## config.mk

```make
export PLATFORM = sky130hd
export DESIGN_NAME = mdio_c45_responder
export DESIGN_NICKNAME = d
export VERILOG_FILES = /design/src/rtl/mdio_pkg.sv /design/src/rtl/mdio_c45_responder.sv
export SDC_FILE = /design/constraint.sdc
export NUM_CORES = 1
export LEC_CHECK = 0
export CAP_MARGIN = 40
export CORE_MARGIN = 1.5
export CORE_UTILIZATION = 55
export CTS_CLUSTER_SIZE = 40
export DETAILED_ROUTE_END_ITERATION = 16
export PLACE_DENSITY = 0.81
export SYNTH_ARGS = -nofsm -noshare
export SYNTH_HDL_FRONTEND = slang
export SYNTH_SLANG_ARGS = --single-unit
```

## constraint.sdc

```tcl
create_clock -name mdc -period 2.9 [get_ports mdc]
set_clock_uncertainty 0.1 [all_clocks]
set_input_delay 0.435 -clock mdc [delete_from_list [all_inputs] [get_ports mdc]]
set_output_delay 0.435 -clock mdc [all_outputs]
set_load 0.005 [all_outputs]
```

## src/rtl/mdio_pkg.sv

```systemverilog
// Shared constants for the Clause-45 MDIO responder.
// Holds the MDIO opcodes, the start and turnaround codes, the frame-bit
// indices and the responder state encoding.
package mdio_pkg;

  localparam int unsigned DATA_W = 16;
  localparam int unsigned IDX_W  = 5;
  localparam int unsigned FLD_W  = 5;

  localparam logic [1:0] OP_ADDR  = 2'b00;
  localparam logic [1:0] OP_WRITE = 2'b01;
  localparam logic [1:0] OP_PRIA  = 2'b10;
  localparam logic [1:0] OP_READ  = 2'b11;
  localparam logic [1:0] ST_C45   = 2'b00;
  localparam logic [1:0] TA_WR    = 2'b10;

  // Frame-bit indices, counted from the first ST bit (k0)
  localparam logic [IDX_W-1:0] K_ST_END  = 5'd1;
  localparam logic [IDX_W-1:0] K_HDR_END = 5'd13;
  localparam logic [IDX_W-1:0] K_TA0     = 5'd14;
  localparam logic [IDX_W-1:0] K_TA_END  = 5'd15;
  localparam logic [IDX_W-1:0] K_LAST    = 5'd31;

  typedef enum logic [2:0] {
    HUNT,
    HDR,
    TA,
    DATA,
    READ,
    SKIP
  } state_t;

endpackage

```

## src/rtl/mdio_c45_responder.sv

```systemverilog
// Clause-45 MDIO MMD responder.
// Decodes address, write, read and post-read-increment frames. Exposes a
// simple register-bank port; the bank itself lives outside this block.
// Ports:
//   mdc, reset            MDIO clock (posedge), asynchronous active-high reset
//   mdio_out, mdio_oe     initiator data and drive enable (undriven line reads as 1)
//   mdio_in, mdio_in_oe   responder data and drive enable toward the initiator
//   reg_addr              current MMD register address
//   wr_data, wr_stb       write data with its one-cycle strobe
//   rd_stb, rd_data       one-cycle read request; rd_data is taken on the next edge
//   frame_err             one-cycle pulse on a malformed frame or a bus conflict
module mdio_c45_responder
  import mdio_pkg::*;
#(
  parameter logic [FLD_W-1:0] PHY_ADDR     = 5'd1,
  parameter logic [FLD_W-1:0] DEV_ADDR     = 5'd1,
  parameter int unsigned      PREAMBLE_LEN = 32
) (
  input  logic              mdc,
  input  logic              reset,
  input  logic              mdio_out,
  input  logic              mdio_oe,
  output logic              mdio_in,
  output logic              mdio_in_oe,
  output logic [DATA_W-1:0] reg_addr,
  output logic [DATA_W-1:0] wr_data,
  output logic              wr_stb,
  output logic              rd_stb,
  input  logic [DATA_W-1:0] rd_data,
  output logic              frame_err
);

  localparam int unsigned CNT_W = $clog2(PREAMBLE_LEN + 1);
  localparam logic [CNT_W-1:0] PRE_FULL = CNT_W'(PREAMBLE_LEN);

  state_t              state_q, state_d;
  logic [IDX_W-1:0]    idx_q, idx_d;
  logic [CNT_W-1:0]    pre_q, pre_d;
  logic [DATA_W-2:0]   rx_q, rx_d;
  logic [DATA_W-1:0]   tx_q, tx_d;
  logic [1:0]          op_q, op_d;
  logic [DATA_W-1:0]   reg_addr_d, wr_data_d;
  logic                mdio_in_d, mdio_in_oe_d, wr_stb_d, rd_stb_d, frame_err_d;
  logic                line;
  logic [DATA_W-1:0]   rx_shift;

  // Line as seen by the responder: the pull-up reads 1 when undriven
  assign line     = ~mdio_oe | mdio_out;
  assign rx_shift = {rx_q, line};

  // Register stage for every piece of state and every output
  always_ff @(posedge mdc or posedge reset) begin
    if (reset) begin
      state_q    <= HUNT;
      idx_q      <= '0;
      pre_q      <= '0;
      rx_q       <= '0;
      tx_q       <= '0;
      op_q       <= '0;
      reg_addr   <= '0;
      wr_data    <= '0;
      mdio_in    <= 1'b0;
      mdio_in_oe <= 1'b0;
      wr_stb     <= 1'b0;
      rd_stb     <= 1'b0;
      frame_err  <= 1'b0;
    end else begin
      state_q    <= state_d;
      idx_q      <= idx_d;
      pre_q      <= pre_d;
      rx_q       <= rx_d;
      tx_q       <= tx_d;
      op_q       <= op_d;
      reg_addr   <= reg_addr_d;
      wr_data    <= wr_data_d;
      mdio_in    <= mdio_in_d;
      mdio_in_oe <= mdio_in_oe_d;
      wr_stb     <= wr_stb_d;
      rd_stb     <= rd_stb_d;
      frame_err  <= frame_err_d;
    end
  end

  // Frame decode: next state and next output values
  always_comb begin
    state_d      = state_q;
    idx_d        = idx_q + 5'd1;
    pre_d        = pre_q;
    rx_d         = rx_q;
    tx_d         = tx_q;
    op_d         = op_q;
    reg_addr_d   = reg_addr;
    wr_data_d    = wr_data;
    mdio_in_d    = 1'b0;
    mdio_in_oe_d = mdio_in_oe;
    wr_stb_d     = 1'b0;
    rd_stb_d     = 1'b0;
    frame_err_d  = 1'b0;

    case (state_q)
      HUNT: begin
        // The 0 that ends a full preamble is ST bit k0; next edge is k1
        idx_d = IDX_W'(1);
        if (line) begin
          if (pre_q != PRE_FULL) pre_d = pre_q + CNT_W'(1);
        end else begin
          pre_d = '0;
          if (pre_q == PRE_FULL) state_d = HDR;
        end
      end

      HDR: begin
        rx_d = rx_shift[DATA_W-2:0];
        if (idx_q == K_ST_END) begin
          if ({1'b0, line} != ST_C45) begin
            frame_err_d = 1'b1;
            state_d     = SKIP;
          end
        end else if (idx_q == K_HDR_END) begin
          // rx_shift[11:0] holds OP, PRTAD, DEVAD (k2..k13)
          op_d = rx_shift[11:10];
          if (rx_shift[9:5] != PHY_ADDR || rx_shift[4:0] != DEV_ADDR) begin
            state_d = SKIP;
          end else if (rx_shift[11]) begin
            rd_stb_d = 1'b1;
            state_d  = READ;
          end else begin
            state_d = TA;
          end
        end
      end

      TA: begin
        rx_d = rx_shift[DATA_W-2:0];
        if (idx_q == K_TA_END) begin
          if (rx_shift[1:0] != TA_WR) begin
            frame_err_d = 1'b1;
            state_d     = SKIP;
          end else begin
            state_d = DATA;
          end
        end
      end

      DATA: begin
        rx_d = rx_shift[DATA_W-2:0];
        if (idx_q == K_LAST) begin
          if (op_q == OP_WRITE) begin
            wr_data_d = rx_shift;
            wr_stb_d  = 1'b1;
          end else begin
            reg_addr_d = rx_shift;
          end
          state_d = HUNT;
        end
      end

      READ: begin
        // Responder owns the line; an initiator drive here is a conflict
        if (mdio_oe && mdio_in_oe) frame_err_d = 1'b1;
        if (idx_q == K_TA0) begin
          tx_d         = rd_data;
          mdio_in_oe_d = 1'b1;
        end else if (idx_q == K_LAST) begin
          mdio_in_oe_d = 1'b0;
          if (op_q == OP_PRIA) reg_addr_d = reg_addr + DATA_W'(1);
          state_d = HUNT;
        end else begin
          mdio_in_d = tx_q[DATA_W-1];
          tx_d      = {tx_q[DATA_W-2:0], 1'b0};
        end
      end

      SKIP: begin
        if (idx_q == K_LAST) state_d = HUNT;
      end

      default: state_d = HUNT;
    endcase
  end

endmodule

```

After elaboration in Yosys (flattened, before gate mapping) --
Index checks and enable logic that the tools add are counted.
Word-level totals: bits in registers 84, input bits 20, logic and storage cells 104, output and inout bits 37
Cells by class: reductions and logical operators 14, $add $sub $neg 3, equality and inequality tests 29, bitwise operators 3, mux-type cells 42
Operators by type and width (number):
- $mux W16 | 7
- $mux W3 | 11
- $pmux W16 S2 | 1
- $mux W1 | 18
- $ne A2 B2 Y1 const B | 9
- $add A16 B1 Y16 const B | 1
- $eq A5 B4 Y1 const B | 3
- $pmux W3 S5 | 1
- $mux W6 | 2
- $reduce_and A6 Y1 | 2
- $ne A5 B1 Y1 const B | 2
- $add A6 B1 Y6 const B | 1
- $eq A3 B2 Y1 const B | 2
- $eq A3 B3 Y1 const B | 2
- $eq A6 B6 Y1 const B | 1
- $ne A3 B3 Y1 const B | 2
- $ne A6 B6 Y1 const B | 1
- $reduce_and A2 Y1 | 3
- $reduce_and A3 Y1 | 2
- $add A5 B1 Y5 const B | 1
- $eq A5 B1 Y1 const B | 1
- $eq A5 B5 Y1 const B | 1
- $mux W5 | 1
- $ne A2 B1 Y1 const B | 2
- other kinds (12) | 14

Depth between registers and ports, before layout --
Gate-level depths: netlist (run 1).
depth after elaboration 8, gate-level depth with buffers 10, depth with buffers taken out 8

Worst setup path before layout (run 1) --
OpenSTA, ideal clock, no wires.
kind register to register, from register idx_q[0], to register wr_data[15], path slack 0.611 ns, setup time 0.125 ns, period minus slack after synthesis 2.289 ns, buffers on the path 2, required time 2.675 ns, stages on the path, launching flop included 9, arrival 2.064 ns, path through dfrtp_1 > ha_1 > and3_2 > ha_1 > buf_8 > nand2_1 > nor3_2 > buf_4 > mux2_2
Between the ends: cells in the longest elaborated chain, start to end 2
RTL lines:
- from (decl) | RTL line mdio_c45_responder.sv:37 | logic [IDX_W-1:0] idx_q, idx_d;
- from (signal assigned) | RTL line mdio_c45_responder.sv:69 | idx_q <= idx_d;
- $eq A5 B5 Y1 | RTL line mdio_c45_responder.sv:147 | if (idx_q == K_LAST) begin
- $reduce_and A3 Y1 (no line)
- to (signal assigned) | RTL line mdio_c45_responder.sv:75 | wr_data <= wr_data_d;
- to (decl) | RTL line mdio_c45_responder.sv:26 | output logic [DATA_W-1:0] wr_data,
Every way passes these cells. A chain may end at the register's enable or synchronous reset.

Final worst setup path (run 1) --
from register state_q[1], to register reg_addr[3]
Between the ends: cells in the longest elaborated chain, start to end 3, elaborated cells between the ends (all ways) 10, classes of those cells eq/ne (7); mux (1); reduce/logical (2)
RTL lines:
- from (decl) | RTL line mdio_c45_responder.sv:36 | state_t state_q, state_d;
- from (signal assigned) | RTL line mdio_c45_responder.sv:68 | state_q <= state_d;
- $eq A3 B3 Y1 or $eq A3 B2 Y1 (tied branches) | RTL line mdio_c45_responder.sv:100 | case (state_q)
- $ne A2 B2 Y1 (no line) or $reduce_bool A2 Y1 (tied branches)
- $reduce_and A6 Y1 (no line)
- to (signal assigned) | RTL line mdio_c45_responder.sv:74 | reg_addr <= reg_addr_d;
- to (decl) | RTL line mdio_c45_responder.sv:25 | output logic [DATA_W-1:0] reg_addr,
Several ways; a longest one is shown, not always the timed one.

==> results of run 1 <==
[sequential cells by signal (all words and copies together), names as in the netlist, 2 cells and up]
signal,flops
reg_addr,16
state_q,3
tx_q,16
wr_data,16
idx_q,5
op_q,2
rx_q,15
pre_q,6
[synthesized netlist by cell type, types with 3 or more instances]
library cell	count	area, sq um
buf_4	6	45.0
o21ai_0	30	150
o22ai_1	3	18.8
inv_1	13	48.8
and3_1	6	37.5
mux2_2	31	349
nand4_1	4	25.0
nor2_1	41	154
nand3_1	21	105
a21oi_1	36	180
clkbuf_1	11	41.3
nand2_1	25	93.8
mux2i_1	15	150
a2bb2oi_1	5	43.8
ha_1	8	100
nor3_1	8	40.0
a31oi_1	3	18.8
dfrtp_1	84	2100
[power by group through the flow]
stage | combinational (uW) | sequential (uW) | clock (uW)
after CTS | 177 | 1240 | 862
after floorplan | 116 | 1250 | 0
after detailed placement | 175 | 1270 | 0
after global routing | 197 | 1250 | 919
final | 173 | 1240 | 848
after global placement | 167 | 1270 | 0
[per-stage QoR]
step | hold WS, ns | util [%] | area, sq um
2_1_floorplan | 0.378 | - | 4100
3_3_place_gp | 0.393 | 65.7 | 4740
3_5_place_dp | 0.396 | 65.7 | 4740
4_1_cts | 0.382 | 68.5 | 4940
5_1_grt | 0.424 | 68.5 | 4940
6_report | 0.363 | 68.5 | 4940
[path summary, 6_finish.rpt]
| check | to | slack [ns] |
|---|---|---|
| setup / recovery | reg_addr[3] | 0.45 |
| min in group mdc | wr_data[14] | 0.41 |
| hold / removal | wr_data[15] | 0.36 |
| hold reg to reg | wr_data[14] | 0.41 |
| max in group asynchronous | rx_q[4] | 1.65 |
| setup reg to reg | reg_addr[3] | 0.45 |
[logic make-up (layout without fill, tap and decap cells)]
logic type | Yosys count | in the layout | synth area share [%]
xor gates and xnor gates | 2 | 2 | 0.427
adders and majority gates | 8 | 8 | 2.44
muxes | 47 | 47 | 12.4
AOI/OAI and AO/OA | 97 | 97 | 14.1
DFF | 84 | 84 | 51.3
and+or+nand+nor | 122 | 122 | 15.1
buffers and inverters | 35 | 93 | 4.27
[layout make-up]
class,count,area share (%)
timing repair buffer,64,12.8
clock inverter,7,1.54
tap,99,2.51
inverter,13,1.01
sequential,84,42.5
multi-input combinational,276,37.1
clock buffer,9,2.51
[layout by cell type (no fill, tap or decap), types with 8 or more instances in the layout]
cell             netlist  layout
ha_1                   8       8
dfrtp_1               84      84
mux2i_1               15      15
mux2_2                31      31
a21oi_1               36      35
nand3_1               21      21
nor2_1                41      41
clkdlybuf4s50_1        0      56
clkbuf_8               0       9
nand2_1               25      25
o21ai_0               30      30
inv_1                 13      12
[layer usage]
metal / routed length, um / up-vias / part of all wire, % / track usage (%)
met4: 123 / 0 / 1.4 / 6.15
met3: 482 / 15 / 5.4 / 6.28
met1: 4230 / 1567 / 48 / 36.1
met5: 0 / - / 0 / 0
li1: - / 1527 / - / -
met2: 4030 / 108 / 45 / 33.7
==> summary.md, run 1 <==
| Metric | Value |
|---|---|
| Post-cts gate resize count | `0` |
| Area growth syn-to-layout | `20.5%` |
| Placed cells | `approximately 540` |
| Cell variety after synth | `57` |
| H-tree levels | `3` |
| CTS clk-pin slew, worst paths | `0.09 ns` |
| Vias in the first global route | `2884` |
| Buffers and inverters on the worst path | `0` |
| RR Startpoint | `state_q[1]` |
| Initial antenna violation count | `0` |
| Detailed Routing Iterations Pass 1 | `5` |
| Drt total wl | `8870 um` |
| Worst EP required | `3.08 ns` |
| Reg area | `0.00210 sq mm` |
| Part of the power in combinational logic | `7.6%` |
| Slew margin rel. | `54.4%` |
| Final WS setup | `around 0.45 ns` |
| Minimum clock period | `between 2 and 2.5 ns` |
| Sw Ratio | `25.6%` |
| Syn Inst Count | `~400` |
| R2R cell count | `5` |
| Max Root-Sink Buffers | `2` |
| Worst setup EP type | `register` |
| Crit path DAT | `2.63 ns` |
| DRT iter0 DRCs | `313` |
| Lkg Pwr | `0.00229 uW` |
| Antenna-violating nets left | `0` |
| CTS tree | `built` |
| Post-DP HPWL | `6100 um` |
| Max incr delay on CP | `0.59 ns` |
| Site Rows | `31` |
| Multi-input gate area | `0.00183 sq mm` |
| Fin Setup TNS | `0 ns` |
| Pin count of the biggest net entering global routing | `49` |
| Maxcap violations | `0` |
| Flop pwr share | `54.9%` |
| Synthesized Nets | `423` |
| Post-synthesis sequential area ratio | `between 50 and 60%` |
| Clock sinks | `84` |
| Startpoint type of the worst setup path | `register` |
| Starting Density | `56.9%` |
| Gr ovfl total | `0` |
| Root Driver | `clkbuf_8` |
| Clk Latency, worst-skew pair | `0.35 ns` |
| Post-CTS setup buffers | `0` |
| # nets final | `476` |
| Min-delay worst type | `in2async` |
| P per Cell Area | `458 mW/mm^2` |
| Int Power | `1690 uW` |
| NetSw | `580 uW` |
| Vias/cell | `5.83` |
| Number of remaining DRC errors | `0` |
| Crit-path slowest cell | `and4b_1` |
| CORE AREA | `0.00721 sq mm` |
| VDD IR max | `~0.00037 V` |
| Die X | `89.4 um` |
| Post-cts hold buffer count | `0` |
| Post-synth top flop | `dfrtp_1` |
| Die Area | `0.00798 sq mm` |
| Synthesized area | `0.00410 sq mm` |
| Flop and latch count out of synthesis | `84` |
| Clock Power Share | `37.4%` |
| Inserted Clock Buffers | `9` |
| Final setup violation count | `0` |
| Yosys warnings | `0` |
| RSZ-0062 raised after global routing | `false` |
| Final Hold Viols | `0` |
| Crit-path max FO | `15` |
| Async SR Flop Fraction | `100%` |
| Critical path class | `reg2reg` |
| Avg Inst Size Synth | `10.4 sq um` |
| Layout Cells excl Fill | `552` |
| Crit-path cells | `or3b_1 -> o21ai_2 -> and4b_1 -> o21ai_0 -> a22oi_1` |
| Worst Setup SP | `state_q[1]` |
| Fmax | `slightly above 400 MHz` |
| First-pass GRT wire length | `14400 um` |
| Crit. path cell count | `5` |
| Antenna diode count | `0` |
| Vias | `3217` |
| Status | `finished clean` |
| Final period utilization | `between 80% and 90%` |
| Gpl congestion | `0.914` |
| GRT Total Usage | `23.7%` |
| Drt wl/cell | `16.1 um` |
| Max-slew violation count | `0` |
| Die Y-Extent | `89.4 um` |
| EDFF count, synth | `0` |
| Share of layout cells above drive strength 1 | `14.3%` |
| Worst slew pin tran | `0.684 ns` |
| Port buffer count | `56` |
| # IOs | `57` |
| Dpl ws | `0.504 ns` |
| FILL cells | `576` |
| Cell family with most CP delay | `simple AND/OR/NAND/NOR gates` |
| Power Total | `~2300 uW` |
(Power assumes the default switching activity.)
==> run 2, diff against run 1 <==
--- a/config.mk
+++ b/config.mk
@@ -7,10 +7,10 @@
 export LEC_CHECK = 0
 export CAP_MARGIN = 40
 export CORE_MARGIN = 1.5
-export CORE_UTILIZATION = 55
+export CORE_UTILIZATION = 49
 export CTS_CLUSTER_SIZE = 40
 export DETAILED_ROUTE_END_ITERATION = 16
-export PLACE_DENSITY = 0.81
+export PLACE_DENSITY = 0.77
 export SYNTH_ARGS = -nofsm -noshare
 export SYNTH_HDL_FRONTEND = slang
 export SYNTH_SLANG_ARGS = --single-unit
==> constraint.sdc (replaced) <==
create_clock -name mdc -period 1.98 [get_ports mdc]
set_clock_uncertainty 0.1 [all_clocks]
set_input_delay 0.297 -clock mdc [delete_from_list [all_inputs] [get_ports mdc]]
set_output_delay 0.297 -clock mdc [all_outputs]
set_load 0.005 [all_outputs]
==> summary.md, run 2 (same netlist as run 1, synthesis figures left out) <==
| Metric | Value |
|---|---|
| Port buffer count | `56` |
| Final period utilization | `106%` |
| Dpl ws | `-0.148 ns` |
| Die Y-Extent | `94.5 um` |
| Clock sinks | `between 80 and 90` |
| Die X | `94.5 um` |
| Area growth syn-to-layout | `40.1%` |
| Pin count of the biggest net entering global routing | `85` |
| Root Driver | `clkbuf_8` |
| Initial antenna violation count | `0` |
| Biggest regs | `reg_addr (16), tx_q (16), wr_data (16)` |
| DRT iter0 DRCs | `between 200 and 250` |
| Minimum clock period | `2.11 ns` |
| VDD IR max | `between 0.0003 and 0.0004 V` |
| CORE AREA | `~0.0082 sq mm` |
| Inserted Clock Buffers | `9` |
| Number of remaining DRC errors | `0` |
| Worst setup EP type | `register` |
| Drt total wl | `11200 um` |
| H-tree levels | `3` |
| Vias | `3582` |
| Crit-path cells | `ha_2 -> and3_4 -> ha_4 -> nand2_4 -> nor3_4 -> buf_6 -> buf_12 -> buf_16 -> mux2_4` |
| Status | `finished, violations left` |
| Critical path class | `reg2reg` |
| Die Area | `0.00893 sq mm` |
| Detailed Routing Iterations Pass 1 | `5` |
| Site Rows | `33` |
| CTS clk-pin slew, worst paths | `0.10 ns` |
| Worst slew pin tran | `0.474 ns` |
| RR Startpoint | `idx_q[0]` |
| Failing checks | `negative setup slack` |
| Vias in the first global route | `3572` |
| RR Endpoint | `wr_data[12]` |
| Max-slew violation count | `0` |
| Final Hold Viols | `0` |
| Buffers and inverters on the worst path | `3` |
| Cell family with most CP delay | `simple AND/OR/NAND/NOR gates` |
| Flop-to-flop setup slack | `-0.13 ns` |
| Maxcap violations | `0` |
| P per Cell Area | `between 500 and 600 mW/mm^2` |
| RSZ-0062 raised after global routing | `true` |
| Vias/cell | `5.92` |
| Antenna diode count | `0` |
| Min-delay worst type | `in2async` |
| # nets final | `523` |
| Most frequent cells in the layout | `dfrtp_1, clkdlybuf4s50_1, nor2_1` |
| Placed Instance Area | `around 0.005 sq mm` |
| Drt wl/cell | `18.5 um` |
| Post-DP HPWL | `6510 um` |
| Post-cts hold buffer count | `0` |
| Clk Latency, worst-skew pair | `about 0.37 ns` |
| Max Root-Sink Buffers | `2` |
| Fmax | `475 MHz` |
| Max incr delay on CP | `around 0.42 ns` |
| Final Cell Area | `0.00574 sq mm` |
| Lkg Pwr | `roughly 0.0026 uW` |
| Startpoint type of the worst setup path | `register` |
| Slew margin rel. | `approximately two thirds` |
| Worst EP required | `2.15 ns` |
| First-pass GRT wire length | `17400 um` |
| Crit-path max FO | `4` |
| Crit path DAT | `2.27 ns` |
| CTS tree | `built` |
| Starting Density | `roughly half` |
| Share of layout cells above drive strength 1 | `between 20% and 30%` |
| Gpl congestion | `approximately 0.9` |
| Antenna-violating nets left | `0` |
| GRT Total Usage | `25.6%` |
| Gr ovfl total | `0` |
| # IOs | `57` |
| Final core utilization | `70.3%` |
| Final setup violation count | `31` |
| Crit-path slowest cell | `dfrtp_2` |
| R2R cell count | `9` |
| Final WS setup | `-0.125 ns` |
| FILL cells | `569` |
| Most common cell after layout, fill and taps aside | `dfrtp_1` |
[run 2: stage by stage]
step	setup TNS [ns]	hold WS, ns	std cells	power, uW
2_1_floorplan	-1.41	0.314	395	2010
3_3_place_gp	-0.135	0.391	571	2120
3_5_place_dp	-0.288	0.394	571	2140
4_1_cts	-0.769	0.309	599	3340
5_1_grt	-4.02	0.332	605	3490
6_report	-1.55	0.268	605	3360
[run 2: worst reg2reg max path, cell delays in order (launching register included)]
cell and delay [ns]:
dfrtp_2 0.42, ha_2 0.20, and3_4 0.19, ha_4 0.17, nand2_4 0.06, nor3_4 0.22, buf_6 0.15, buf_12 0.10
buf_16 0.11, mux2_4 0.30
[run 2: what timing repair did]
item                                    in CTS  in global routing
buffers inserted                             9                  6
endpoints found under the setup margin      23                 49
gates resized for setup                     26                 47
pin swaps                                    4                  8
cloned                                       3                  3
[run 2: worst max-delay path by stage]
stage              from          end  slack (ns)  cells after the start
2_1_floorplan  idx_q[0]   wr_data[1]       -0.17                      8
6_report       idx_q[0]  wr_data[12]       -0.13                      9
3_5_place_dp   idx_q[1]   state_q[0]       -0.15                      7
4_1_cts        idx_q[1]   state_q[0]       -0.14                      7
3_3_place_gp   idx_q[1]   state_q[0]       -0.12                      7
5_1_grt        idx_q[0]   wr_data[6]       -0.18                      9
[run 2: power breakdown]
group	switching (uW)	total (uW)	internal [uW]
Clock	727	1210	487
Sequential	66.3	1830	1770
Combinational	165	313	147
[run 2: routing by layer]
metal / wire length, um / track usage [%] / vias to the layer above / share of wire, %
met5: 0 / 0 / - / 0
met4: 322 / 10.9 / 0 / 2.9
met3: 587 / 5.56 / 33 / 5.2
met2: 5430 / 40.3 / 123 / 49
met1: 4850 / 34.3 / 1807 / 43
li1: - / - / 1619 / -
[run 2: layout make-up]
cell class / count / area [sq um] / share of cell area (%)
Clock buffer: 9 / 124 / 2.16
Clock inverter: 7 / 63.8 / 1.11
Inverter: 13 / 55.1 / 0.958
Multi-Input combinational cell: 276 / 2070 / 36.1
Sequential cell: 84 / 2100 / 36.6
Tap cell: 105 / 131 / 2.29
Timing Repair Buffer: 111 / 1190 / 20.8
==> patch 1: new RTL, config.mk and constraints of run 1 <==
Take the reset off `rx_q`, `tx_q`, `reg_addr` and `wr_data` and load them in a clocked block of their own.
--- a/src/rtl/mdio_c45_responder.sv
+++ b/src/rtl/mdio_c45_responder.sv
@@ -54,11 +54,7 @@
       state_q    <= HUNT;
       idx_q      <= '0;
       pre_q      <= '0;
-      rx_q       <= '0;
-      tx_q       <= '0;
       op_q       <= '0;
-      reg_addr   <= '0;
-      wr_data    <= '0;
       mdio_in    <= 1'b0;
       mdio_in_oe <= 1'b0;
       wr_stb     <= 1'b0;
@@ -68,17 +64,20 @@
       state_q    <= state_d;
       idx_q      <= idx_d;
       pre_q      <= pre_d;
-      rx_q       <= rx_d;
-      tx_q       <= tx_d;
       op_q       <= op_d;
-      reg_addr   <= reg_addr_d;
-      wr_data    <= wr_data_d;
       mdio_in    <= mdio_in_d;
       mdio_in_oe <= mdio_in_oe_d;
       wr_stb     <= wr_stb_d;
       rd_stb     <= rd_stb_d;
       frame_err  <= frame_err_d;
     end
+  end
+
+  always_ff @(posedge mdc) begin
+    rx_q     <= rx_d;
+    tx_q     <= tx_d;
+    reg_addr <= reg_addr_d;
+    wr_data  <= wr_data_d;
   end
 
   // Frame decode: next state and next output values
Formal check against the unedited RTL: no difference found for any inputs over 10 cycles, from zero or initial values and one cycle with reset high; that may be too few to reach the edited logic, so the function may still have changed.
==> patch 1 against run 1 <==
Routed wire length is 16% lower; setup slack better by 0.20 ns; final cell count is 20% lower; sequential cell count stayed put; largest cell class unchanged; sequential share of layout area is 9.9 points higher; die area is 7.8% lower; critical endpoint is now reg_addr[15]; design area is 6.7% lower; area after synthesis is 8.0% lower.
Power is not compared: it rests on default switching activity, and its combinational part moved more than twofold at a synthesized area within 25%.
==> patch 1: results (changes against run 1) <==
[final_layout]
nFillCells = 478  ; was 576
fin_nets = 382  ; was 476
fin_util_pct = 68.6  ; was 68.5%
drive_gt1_share_pct = 14.8  ; was 14.3%

[placed_design]
placed_cells = 423  ; was 536
dp_hpwl_mm = 5.19  ; was 6.10 mm

[synth]
async_reset_ff_share_pct = 25.0  ; was 100%
syn_nets = 320  ; was 423
ys_top_cells_by_count = 63 x edfxtp_1, 34 x nand2_1, 25 x o21ai_0  ; was 84 x dfrtp_1, 41 x nor2_1, 36 x a21oi_1
muxShareOfSynthArea_pct = 5.04  ; was 12.4%
synth_edf_count = 63  ; was 0
synth_area_per_cell_um2 = 12.9  ; was 10.4 um^2
yosys.area_share.adder_pct = 2.65  ; was 2.44%
synthXorXnorAreaFrac_pct = 3.71  ; was 0.427%

[sta]
worst_hold_slack_ns = 0.377  ; was 0.363 ns
fmax_ghz = 0.444  ; was 0.408 GHz
tightestPinTransition_ns = 0.793  ; was 0.684 ns

[routing]
routed_wl_mm = 7.41  ; was 8.87 mm
wl_met1_mm = 3.15  ; was 4.23 mm
drt_iter0_drc = 190  ; was 313
met2_length_mm = 3.69  ; was 4.03 mm
dr.pass1.iters = 4  ; was 5
via_count = 2492  ; was 3217

[worst_setup_path]
rr_startpoint = idx_q[0]  ; was state_q[1]
rrSetupSlack_ns = 0.65  ; was 0.45 ns
slowest_delay_ns = 0.41  ; was 0.59 ns
reg2reg_depth = 8  ; was 5

[grt]
grt_pass1_wl_mm = 12.4  ; was 14.4 mm
use_met2_pct = 36.2  ; was 33.7%
grt_util_all_layers_pct = 21.9  ; was 23.7%
met1_usage_pct = 28.4  ; was 36.1%

[min_path]
hold_class = register to register  ; was input pin to async pin

[run_status]
status = completed  ; unchanged

patch 1: changes by cell type after synthesis, moves of 14 or more:
| cell | change |
|---|---|
| a21oi_1 | -29 |
| dfrtp_1 | -63 |
| edfxtp_1 | +63 |
| mux2_2 | -15 |
| mux2i_1 | -14 |
| nor2_1 | -23 |
patch 1: final cells by class:
cell class | instances | area, um^2 | area share [%]
flip-flops and latches | 84 | 2420 | 52.4
multi-input cells | 186 | 1250 | 27.1
inverters | 10 | 37.5 | 0.814
repair buffers | 63 | 613 | 13.3
well taps | 80 | 100 | 2.17
clock buffers | 10 | 128 | 2.77
clock inverters | 6 | 65.1 | 1.41
patch 1: power by group through the flow:
stage | logic [mW] | clock network [mW] | registers [mW]
2_1_floorplan | 0.650 | 0 | 1.77
3_3_place_gp | 0.794 | 0 | 1.83
3_5_place_dp | 0.824 | 0 | 1.84
4_1_cts | 0.837 | 0.826 | 1.82
5_1_grt | 0.939 | 0.878 | 1.86
6_report | 0.829 | 0.804 | 1.82
==> patch 2: new RTL, config.mk and constraints of run 1 <==
Without the edit above. Change the package constant `DATA_W` from 16 to 24.
--- a/src/rtl/mdio_pkg.sv
+++ b/src/rtl/mdio_pkg.sv
@@ -3,7 +3,7 @@
 // indices and the responder state encoding.
 package mdio_pkg;
 
-  localparam int unsigned DATA_W = 16;
+  localparam int unsigned DATA_W = 24;
   localparam int unsigned IDX_W  = 5;
   localparam int unsigned FLD_W  = 5;
 
Ports: changed (resized rd_data, reg_addr and wr_data); port bits go from 57 to 81. The function was not compared with the original's and may differ.
==> patch 2 against run 1 <==
Sequential cell count is 32 higher; routed wire length is 50% higher; area after synthesis is 36% higher; sequential share of layout area is 2.0 points lower; global-route usage is 2.0 points higher; clock power is 150% higher; setup slack worse by 0.14 ns; final cell count is 37% higher; design area is 45% higher; power is 130% higher; critical endpoint is now reg_addr[18]; largest cell class unchanged; largest power group is now the clock network.
==> patch 2: results (changes against run 1) <==
[run_status]
status = completed  ; unchanged

[sta]
tightestPinTransition_ns = 0.718  ; was 0.684 ns
worst_hold_slack_ns = 0.290  ; was 0.363 ns

[worst_setup_path]
slowest_delay_ns = 0.57  ; was 0.59 ns
path_max_fanout = 27  ; was 15
slowest_stage = or3b_1  ; was and4b_1
r2r-end = reg_addr[18]  ; was reg_addr[3]
critPathArrivalTime_ns = 2.91  ; was 2.63 ns
rrSetupSlack_ns = 0.31  ; was 0.45 ns
crit_start = state_q[2]  ; was state_q[1]

[synth]
yosys_most_used_dff = dfrtp_1  ; unchanged
ys_top_cells_by_count = 116 x dfrtp_1, 51 x a21oi_1, 51 x nor2_1  ; was 84 x dfrtp_1, 41 x nor2_1, 36 x a21oi_1
synth_area_leaders = dfrtp_1 52%, mux2_2 9.3%, a21oi_1 4.6%  ; was dfrtp_1 51%, mux2_2 8.5%, a21oi_1 4.4%
seq_area_frac_synth_pct = 52.1  ; was 51.3%
syn_nets = 561  ; was 423

[final_layout]
nFillCells = 716  ; was 576
top_regs = reg_addr (24), tx_q (24), wr_data (24)  ; was reg_addr (16), tx_q (16), wr_data (16)
fin_nets = 644  ; was 476
drive_gt1_share_pct = 16.3  ; was 14.3%

[placed_design]
io_buffers = 80  ; was 56
dp_hpwl_mm = 8.56  ; was 6.10 mm
gp_congestion = 0.837  ; was 0.914

[grt]
grt_max_degree = 48  ; was 49
grt_pass1_vias = 4511  ; was 2884
grt_pass1_wl_mm = 22.2  ; was 14.4 mm
grt_util_all_layers_pct = 25.8  ; was 23.7%

[power]
vdd_drop_max_mv = 0.532  ; was 0.372 mV
p_leak_nw = 3.19  ; was 2.29 nW

[routing]
ant_nets = 0  ; unchanged
routed_wl_mm = 13.3  ; was 8.87 mm
via_count = 4587  ; was 3217
drt_iter0_drc = 288  ; was 313

[clocking]
cts.htree.levels = 4  ; was 3
insertion_delay_ns = 0.51  ; was 0.35 ns
path_clk_slew_ns = 0.06  ; was 0.09 ns
cts_made_buffers = 17  ; was 9

==> patch 2: changes by cell type after synthesis, sizes merged, moves of 6 or more <==
cell / delta
o22ai: +6
a21oi: +15
nor2: +9
a2bb2oi: +6
o21ai: -9
nand4: +12
buf: +9
mux2i: +9
mux2: +14
dfrtp: +32
==> patch 2: kinds of logic after synthesis <==
family	Yosys count	synth area share, %
xor gates and xnor gates	2	0.314
buffers and inverters	43	3.28
DFF	116	52.1
adders and majority gates	8	1.80
AOI/OAI and AO/OA	124	14.0
and+or+nand+nor	162	14.9
muxes	70	13.6
==> patch 2: how the worst max path moves through the flow <==
| stage | end | cells past startpoint |
|---|---|---|
| finish | reg_addr[18] | 5 |
| global route | reg_addr[18] | 5 |
| CTS | reg_addr[18] | 5 |
| detailed placement | wr_data[14] | 7 |
| global placement | wr_data[11] | 7 |
| floorplan | wr_data[10] | 8 |
==> patch 2: final cells by class <==
type	count	area (um^2)	share of cell area, %
Clock buffer	20	445	6.21
Clock inverter	12	154	2.15
Inverter	12	48.8	0.681
Sequential cell	116	2900	40.5
Timing Repair Buffer	95	938	13.1
Tap cell	133	166	2.32
Multi-Input combinational cell	366	2510	35.0
==> patch 2: per-stage QoR <==
step | worst slack (ns) | instances | utilization [%] | instance area (um^2)
after global routing | 0.183 | 754 | 73.0 | 7170
after global placement | 0.508 | 722 | 66.9 | 6570
after floorplan | 0.551 | 525 | - | 5580
final | 0.309 | 754 | 73.0 | 7170
after detailed placement | 0.422 | 722 | 66.9 | 6570
after CTS | 0.354 | 754 | 73.0 | 7170
==> patch 2: critical path: cells and delay by family, from the launching register on <==
kind | cells | cell delay, ns
AO/OA/AOI/OAI | 2 | 0.57
AND/OR/NAND/NOR | 3 | 1.34
flip-flops | 1 | 0.48
==> patch 2: per-layer routing <==
metal	GRT usage, %	part of all wire, %	vias to the layer above
met5	0	0	-
met4	9.82	1.5	0
met3	5.85	6.3	26
met2	43.6	51	192
met1	32.4	41	2263
li1	-	-	2106
==> patch 2: power by group <==
group	leakage, nW	internal [mW]	switching, mW
sequential	1.47	1.78	0.194
combinational	1.44	0.475	0.695
clock	0.287	1.35	0.747
